$ cat config.mk
export PLATFORM = sky130hd
export DESIGN_NAME = dm_mult_periph
export DESIGN_NICKNAME = d
export VERILOG_FILES = /design/src/rtl/dm_mult_periph.sv
export SDC_FILE = /design/constraint.sdc
export NUM_CORES = 1
export LEC_CHECK = 0
export CORE_ASPECT_RATIO = 0.8
export CORE_MARGIN = 2
export CORE_UTILIZATION = 35
export CTS_CLUSTER_DIAMETER = 120
export DETAILED_ROUTE_END_ITERATION = 7
export GPL_TIMING_DRIVEN = 0
export REMOVE_ABC_BUFFERS = 1
export SLEW_MARGIN = 20
export SYNTH_ARGS = -nofsm -noshare
export SYNTH_HDL_FRONTEND = slang
export SYNTH_SLANG_ARGS = --single-unit
$ cat constraint.sdc
create_clock -name clk -period 10.8 [get_ports clk]
set_input_delay 2.16 -clock clk [delete_from_list [all_inputs] [get_ports clk]]
set_output_delay 2.16 -clock clk [all_outputs]
set_load 0.01 [all_outputs]
$ cat src/rtl/dm_mult_periph.sv
// dm_mult_periph: memory-mapped iterative 32x32 multiplier on the CPU data-memory bus.
//
// Software writes OPA and OPB, writes START (CTRL bit0), polls STATUS, then reads
// the 64-bit product from RES_LO/RES_HI. One multiplier bit is processed per
// cycle, so a product is ready 33 edges after the START edge.
//
// Register window (byte offsets from BASE_ADDR, word aligned):
//   0x00 OPA     RW  operand A
//   0x04 OPB     RW  operand B
//   0x08 CTRL    W   bit0 = START
//        STATUS  R   {30'b0, done, busy}
//   0x0C RES_LO  R   product bits 31:0
//   0x10 RES_HI  R   product bits 63:32
//
// Ports:
//   clk         clock, all state updates on rising edge
//   rst         synchronous reset, active-high
//   dm_address  CPU data-memory byte address
//   dm_d        CPU write data
//   dm_we       CPU write enable
//   sel         address hits this register window (combinational)
//   rd_data     combinational read data, 0 when sel=0
//   busy        multiply in progress (mirror of STATUS[0])
//   irq_done    one-cycle pulse on completion
//
// FSM states:
//   state   | meaning
//   --------+---------------------------------------------------------
//   ST_IDLE | waiting for a START write; operands latched on START
//   ST_BUSY | shift-add step for multiplicand bit cnt (0..31)
//   ST_FIX  | apply product sign, publish result, pulse irq_done

module dm_mult_periph #(
    parameter logic [15:0] BASE_ADDR = 16'h0800,
    parameter bit          SIGNED    = 1'b1
) (
    input  logic        clk,
    input  logic        rst,
    input  logic [15:0] dm_address,
    input  logic [31:0] dm_d,
    input  logic        dm_we,
    output logic        sel,
    output logic [31:0] rd_data,
    output logic        busy,
    output logic        irq_done
);

    typedef enum logic [1:0] {
        ST_IDLE = 2'd0,
        ST_BUSY = 2'd1,
        ST_FIX  = 2'd2
    } state_t;

    state_t      state;
    logic [31:0] opa;
    logic [31:0] opb;
    logic [31:0] mcand;
    logic [31:0] mplier;
    logic        sign_q;
    logic [63:0] acc;
    logic [63:0] res;
    logic [4:0]  cnt;
    logic        done;

    logic [15:0] offset;
    logic [2:0]  word_off;
    logic        wr_opa;
    logic        wr_opb;
    logic        wr_start;

    // Range check on the unsigned difference avoids overflow when the window
    // sits near the top of the address space.
    assign offset   = dm_address - BASE_ADDR;
    assign sel      = (dm_address >= BASE_ADDR) && (offset <= 16'd16) && (offset[1:0] == 2'b00);
    assign word_off = offset[4:2];

    assign wr_opa   = sel && dm_we && (word_off == 3'd0);
    assign wr_opb   = sel && dm_we && (word_off == 3'd1);
    assign wr_start = sel && dm_we && (word_off == 3'd2) && dm_d[0];

    always_comb begin
        rd_data = 32'd0;
        if (sel) begin
            case (word_off)
                3'd0:    rd_data = opa;
                3'd1:    rd_data = opb;
                3'd2:    rd_data = {30'd0, done, busy};
                3'd3:    rd_data = res[31:0];
                3'd4:    rd_data = res[63:32];
                default: rd_data = 32'd0;
            endcase
        end
    end

    // Magnitude of an operand; 0x80000000 maps to 2^31, which still fits in 32 bits.
    function automatic logic [31:0] magnitude(input logic [31:0] v);
        if (SIGNED && v[31])
            return 32'd0 - v;
        else
            return v;
    endfunction

    always_ff @(posedge clk) begin
        if (rst) begin
            state    <= ST_IDLE;
            opa      <= 32'd0;
            opb      <= 32'd0;
            mcand    <= 32'd0;
            mplier   <= 32'd0;
            sign_q   <= 1'b0;
            acc      <= 64'd0;
            res      <= 64'd0;
            cnt      <= 5'd0;
            busy     <= 1'b0;
            done     <= 1'b0;
            irq_done <= 1'b0;
        end else begin
            irq_done <= 1'b0;

            // Operand registers stay writable while busy; the running
            // operation works from its own latched copies.
            if (wr_opa)
                opa <= dm_d;
            if (wr_opb)
                opb <= dm_d;

            case (state)
                ST_IDLE: begin
                    if (wr_start) begin
                        mcand  <= magnitude(opa);
                        mplier <= magnitude(opb);
                        sign_q <= SIGNED ? (opa[31] ^ opb[31]) : 1'b0;
                        acc    <= 64'd0;
                        cnt    <= 5'd0;
                        busy   <= 1'b1;
                        done   <= 1'b0;
                        state  <= ST_BUSY;
                    end
                end

                ST_BUSY: begin
                    if (mcand[cnt])
                        acc <= acc + ({32'd0, mplier} << cnt);
                    cnt <= cnt + 5'd1;
                    if (cnt == 5'd31)
                        state <= ST_FIX;
                end

                ST_FIX: begin
                    res      <= sign_q ? (64'd0 - acc) : acc;
                    busy     <= 1'b0;
                    done     <= 1'b1;
                    irq_done <= 1'b1;
                    state    <= ST_IDLE;
                end

                default: begin
                    state <= ST_IDLE;
                end
            endcase
        end
    end

endmodule

==> After elaboration in Yosys (flattened, before gate mapping) <==
Index checks and enable logic that the tools add are counted.
{ "classes": {"addsub": 6, "magnitude_cmp": 3, "eq_ne": 10, "shift": 1, "muxes": 20, "n_bitwise": 1, "n_reduce_logical": 17} }
{ "op_table": {"columns": ["cell", "n"], "rows": [
  ["64-bit two-way mux", 3],
  ["32-bit one-hot mux with 5 select lines", 1],
  ["64-bit one-hot mux with 2 select lines", 1],
  ["32-bit two-way mux", 3],
  ["64-bit adder", 1],
  ["32-bit by 5-bit << shifter with 64-bit output", 1],
  ["1-bit by 32-bit subtractor with 32-bit output, first input constant", 2],
  ["1-bit by 64-bit subtractor with 64-bit output, first input constant", 1],
  ["16-bit by 12-bit >= comparator with 1-bit output, second input constant", 1],
  ["16-bit by 5-bit less-or-equal comparator with 1-bit output, second input constant", 1],
  ["16-bit by 12-bit subtractor with 16-bit output, second input constant", 1],
  ["5-bit one-hot mux with 2 select lines", 1],
  ["2-bit AND reduction", 4],
  ["1-bit logical AND", 7],
  ["3-bit by 2-bit == test with 1-bit output, second input constant", 2],
  ["5-bit by 6-bit less-than comparator with 1-bit output, second input constant", 1],
  ["2-bit != test, second input constant", 3],
  ["5-bit by 1-bit adder with 5-bit output, second input constant", 1],
  ["1-bit binary-select mux with 5-bit select", 1],
  ["5-bit == test, second input constant", 1],
  ["5-bit two-way mux", 1],
  ["2-bit logical NOT", 2],
  ["1-bit two-way mux", 4],
  ["2-bit two-way mux", 2],
  ["other kinds (10)", 12]
]} }
{ "totals": {"reg_bits": 267, "in_bits": 51, "out_inout_bits": 35, "word_cells": 70} }

==> Depth between registers and ports, before layout <==
{ "depth": {"word_depth": 9, "mapped_depth": 23, "ltp_nobuf": 19} }

==> Least setup slack after synthesis <==
Ideal clock, no wire load.
{ "synth_timing": {"path_type": "input-to-output", "from": "input dm_address[11]", "to": "output rd_data[23]", "t_arrival_ns": 3.631, "required_ns": 8.640, "setup_slack_ns": 5.009, "stages": 8, "path_buffers": 2, "path_cell_list": "inv_1 ha_1 nor4b_1 nand2_1 or3_1 clkbuf_1 clkbuf_1 a21oi_1"} }
{ "synth_via": {"elab_chain_cells": 5, "elab_cells_between_ends": 6, "classes_between": "add/sub (1); order compare (2); mux (1); reduce/logical (2)"} }
{ "synth_lines": {"columns": ["element", "line", "source"], "rows": [
  ["start, declared", "39", "input logic [15:0] dm_address,"],
  ["16-bit by 12-bit subtractor with 16-bit output", "73", "assign offset = dm_address - BASE_ADDR;"],
  ["16-bit by 5-bit less-or-equal comparator with 1-bit output", "74", "assign sel = (dm_address >= BASE_ADDR) && (offset <= 16'd16) && (offset[1:0] == 2'b00);"],
  ["1-bit logical AND (*) (2 in series)", "74", null],
  ["32-bit two-way mux (*)", "83", "if (sel) begin"],
  ["end, declared", "43", "output logic [31:0] rd_data,"]
]} }
Mark *: on every way between the ends. The rest lies on a longest branch, timed or not.

==> Final worst setup path <==
{ "layout_timing": {"from": "input dm_address[11]", "to": "output rd_data[29]"} }
The elaborated chain is that of the path after synthesis.

==> reports/metrics.yaml <==
layout:
  layout_commonest_cell: "nand2_1"
  layout_common_cells: "nand2_1 (333), dfxtp_1 (259), a21oi_1 (248)"
  layout-drive-gt1-share_pct: 7.92
  nNetsFinal: 2445
  antenna_cells: 0
  area_growth_syn_to_layout_pct: 14.8
drt:
  num_vias: 17700
  drc: 0
  drtAntennaViolNets: 0
  vias_per_cell: 5.84
  drtIter0Drc: 1775
  wl_per_cell_um: 20.6
  routed_wl_um: 62600
  dr.pass1.iters: 5
job:
  drv_cap: 0
critical_path:
  cp_max_fo: 33
  worstSetupEndpointType: "primary output"
  critPathLaunchType: "input port"
  critical_path_required_ns: 8.64
  crit_arrival_ns: 5.03
  criticalPathCategory: "in -> out"
clock_tree:
  cts_root_buf: "clkbuf_16"
  cts_buffers: 30
  post_cts_resized: 0
  htreeDepth: 1
  cts_setup_buffers: 0
  clkLatencyLatePin_ns: 0.58
  clk_pin_slew_worst_paths_ns: 0.06
  cts_tree: "built"
  cts.sinks: 267
  ctsHoldBuffers: 0
  clockBufferDepth: 3
yosys:
  yosysSeqAreaShare_pct: 29.2
  ys_async_sr_fraction_pct: 0
  yosys_warnings: 0
  avgSynthCellArea_um2: 7.79
  syn_inst: 2352
  synth_ff_type: "dfxtp_1"
  ys_ff_latch: 267
  syn-cell-area_mm2: 0.0183
  synth_edf_count: 0
  yosysUniqueCellTypes: 70
worst_hold_path:
  min_path_type: "reg -> reg"
floorplan:
  die_area_mm2: 0.0542
  boundaryPins: 86
  die_w_um: 260
  start_util_pct: 35.7
  rows: 74
  fp.dieH_um: 209
  coreArea_mm2: 0.0514
global_routing:
  grt_pass1_wl_um: 96800
  grt.met2_usage_pct: 33.3
  grt_max_degree: 119
  met3_usage_pct: 3.19
  grt_usage_pct: 22.3
  grt_pass1_vias: 16200
  gr-total-overflow: 0
  grt_util_met1_pct: 34.1
  grt_antenna_before_repair: 1
  grt-busiest-layer: "met1"
timing:
  tightest_slew_ns: 0.949
  fmax_ghz: 0.139
  setup_viol: 0
  holdWs_ns: 0.453
  slew_headroom_pct: 34.9
  hold_viol: 0
  min_period_ns: 7.19
  grt_setup_unrepaired: "no"
  skew_ns: 0.0117
  drv_slew: 0
  fin_crit_sh_pct: 66.5
placement:
  port_buffers: 85
  gp_congestion: 0.909
  dp_hpwl_um: 47500
pwr:
  ir_worst_vdd_mv: 0.111
  p_leak_nw: 7.52
  power_density_mw_per_mm2: 101
  finalPower_mw: 2.12
run_status:
  status: "complete, no violations"
-- routing by layer --
metal  vias to the layer above  routed length (um)
met3                        58                4640
met2                       591               26700
met1                      8515               30300
met5                         -                   0
met4                         0                 967
li1                       8545                   -
-- final timing paths --
| path | from | end | slack [ns] | cells past startpoint |
|---|---|---|---|---|
| worst max-delay path | dm_address[11] | rd_data[29] | 3.61 | 8 |
| worst min-delay path | mcand[0] | mcand[0] | 0.45 | 2 |
| worst max register to register | cnt[1] | acc[56] | 4.82 | 15 |
| worst min register to register | mcand[0] | mcand[0] | 0.45 | 2 |
-- where the power goes --
part | total (mW) | switching [mW] | internal (mW)
Sequential | 0.984 | 0.00000389 | 0.984
Combinational | 0.0572 | 0.0333 | 0.0240
Clock | 1.07 | 0.459 | 0.615
Total | 2.12 | 0.492 | 1.62
-- worst max-delay path, cell delays in order --
cell and delay, ns:
clkdlybuf4s50_1 0.46, inv_1 0.06, ha_1 0.28, nor4b_1 0.22, nand2_1 0.10, or3_2 0.82
a21oi_1 0.31, clkdlybuf4s50_1 0.58
-- kinds of logic after synthesis --
group / synth area share, %
compound gates: 26.3
xor+xnor: 8.12
fa+ha+maj: 4.82
buf+inv: 4.33
flops: 29.2
mux: 8.13
simple gates: 19.1
-- final cells by class --
class	count	area, um^2
Timing Repair Buffer	123	1440
Clock buffer	40	830
Sequential cell	267	5360
Multi-Input combinational cell	1874	12300
Clock inverter	16	179
Inverter	28	105
Tap cell	684	856
Fill cell	5148	30300
-- registers in the layout (all words and copies together) (netlist names) --
signal    flops
acc          64
res          64
mcand        32
mplier       32
opa          32
opb          32
cnt           5
state         2
busy          1
done          1
irq_done      1
sign_q        1
-- synthesized netlist by cell type, types with 31 or more instances --
library cell	number	share of area (%)
nand2_1	333	6.8
a21o_1	35	1.4
a21oi_1	248	6.8
o31ai_1	45	1.8
ha_1	69	4.7
nor2_1	214	4.4
nand3_1	51	1.4
a22oi_1	61	2.5
mux2i_1	51	2.8
xor2_1	129	6.2
clkbuf_1	168	3.4
xnor2_1	41	2.0
mux4_2	31	3.8
a211oi_1	117	4.8
o21ai_0	94	2.6
dfxtp_1	267	29
-- metrics by stage --
step                      std cells  cell area (um^2)  setup TNS (ns)  setup WS (ns)  utilization, %
after floorplan                2169             17600               0           1.56               -
after global placement         2938             19400         -176.54          -5.61            37.7
after detailed placement       2976             20000               0           3.60            39.0
after CTS                      3032             21000               0           3.61            40.9
after global routing           3032             21000               0           3.45            41.0
final                          3032             21000               0           3.61            41.0
Note: power is estimated with default switching activity, not from simulation.
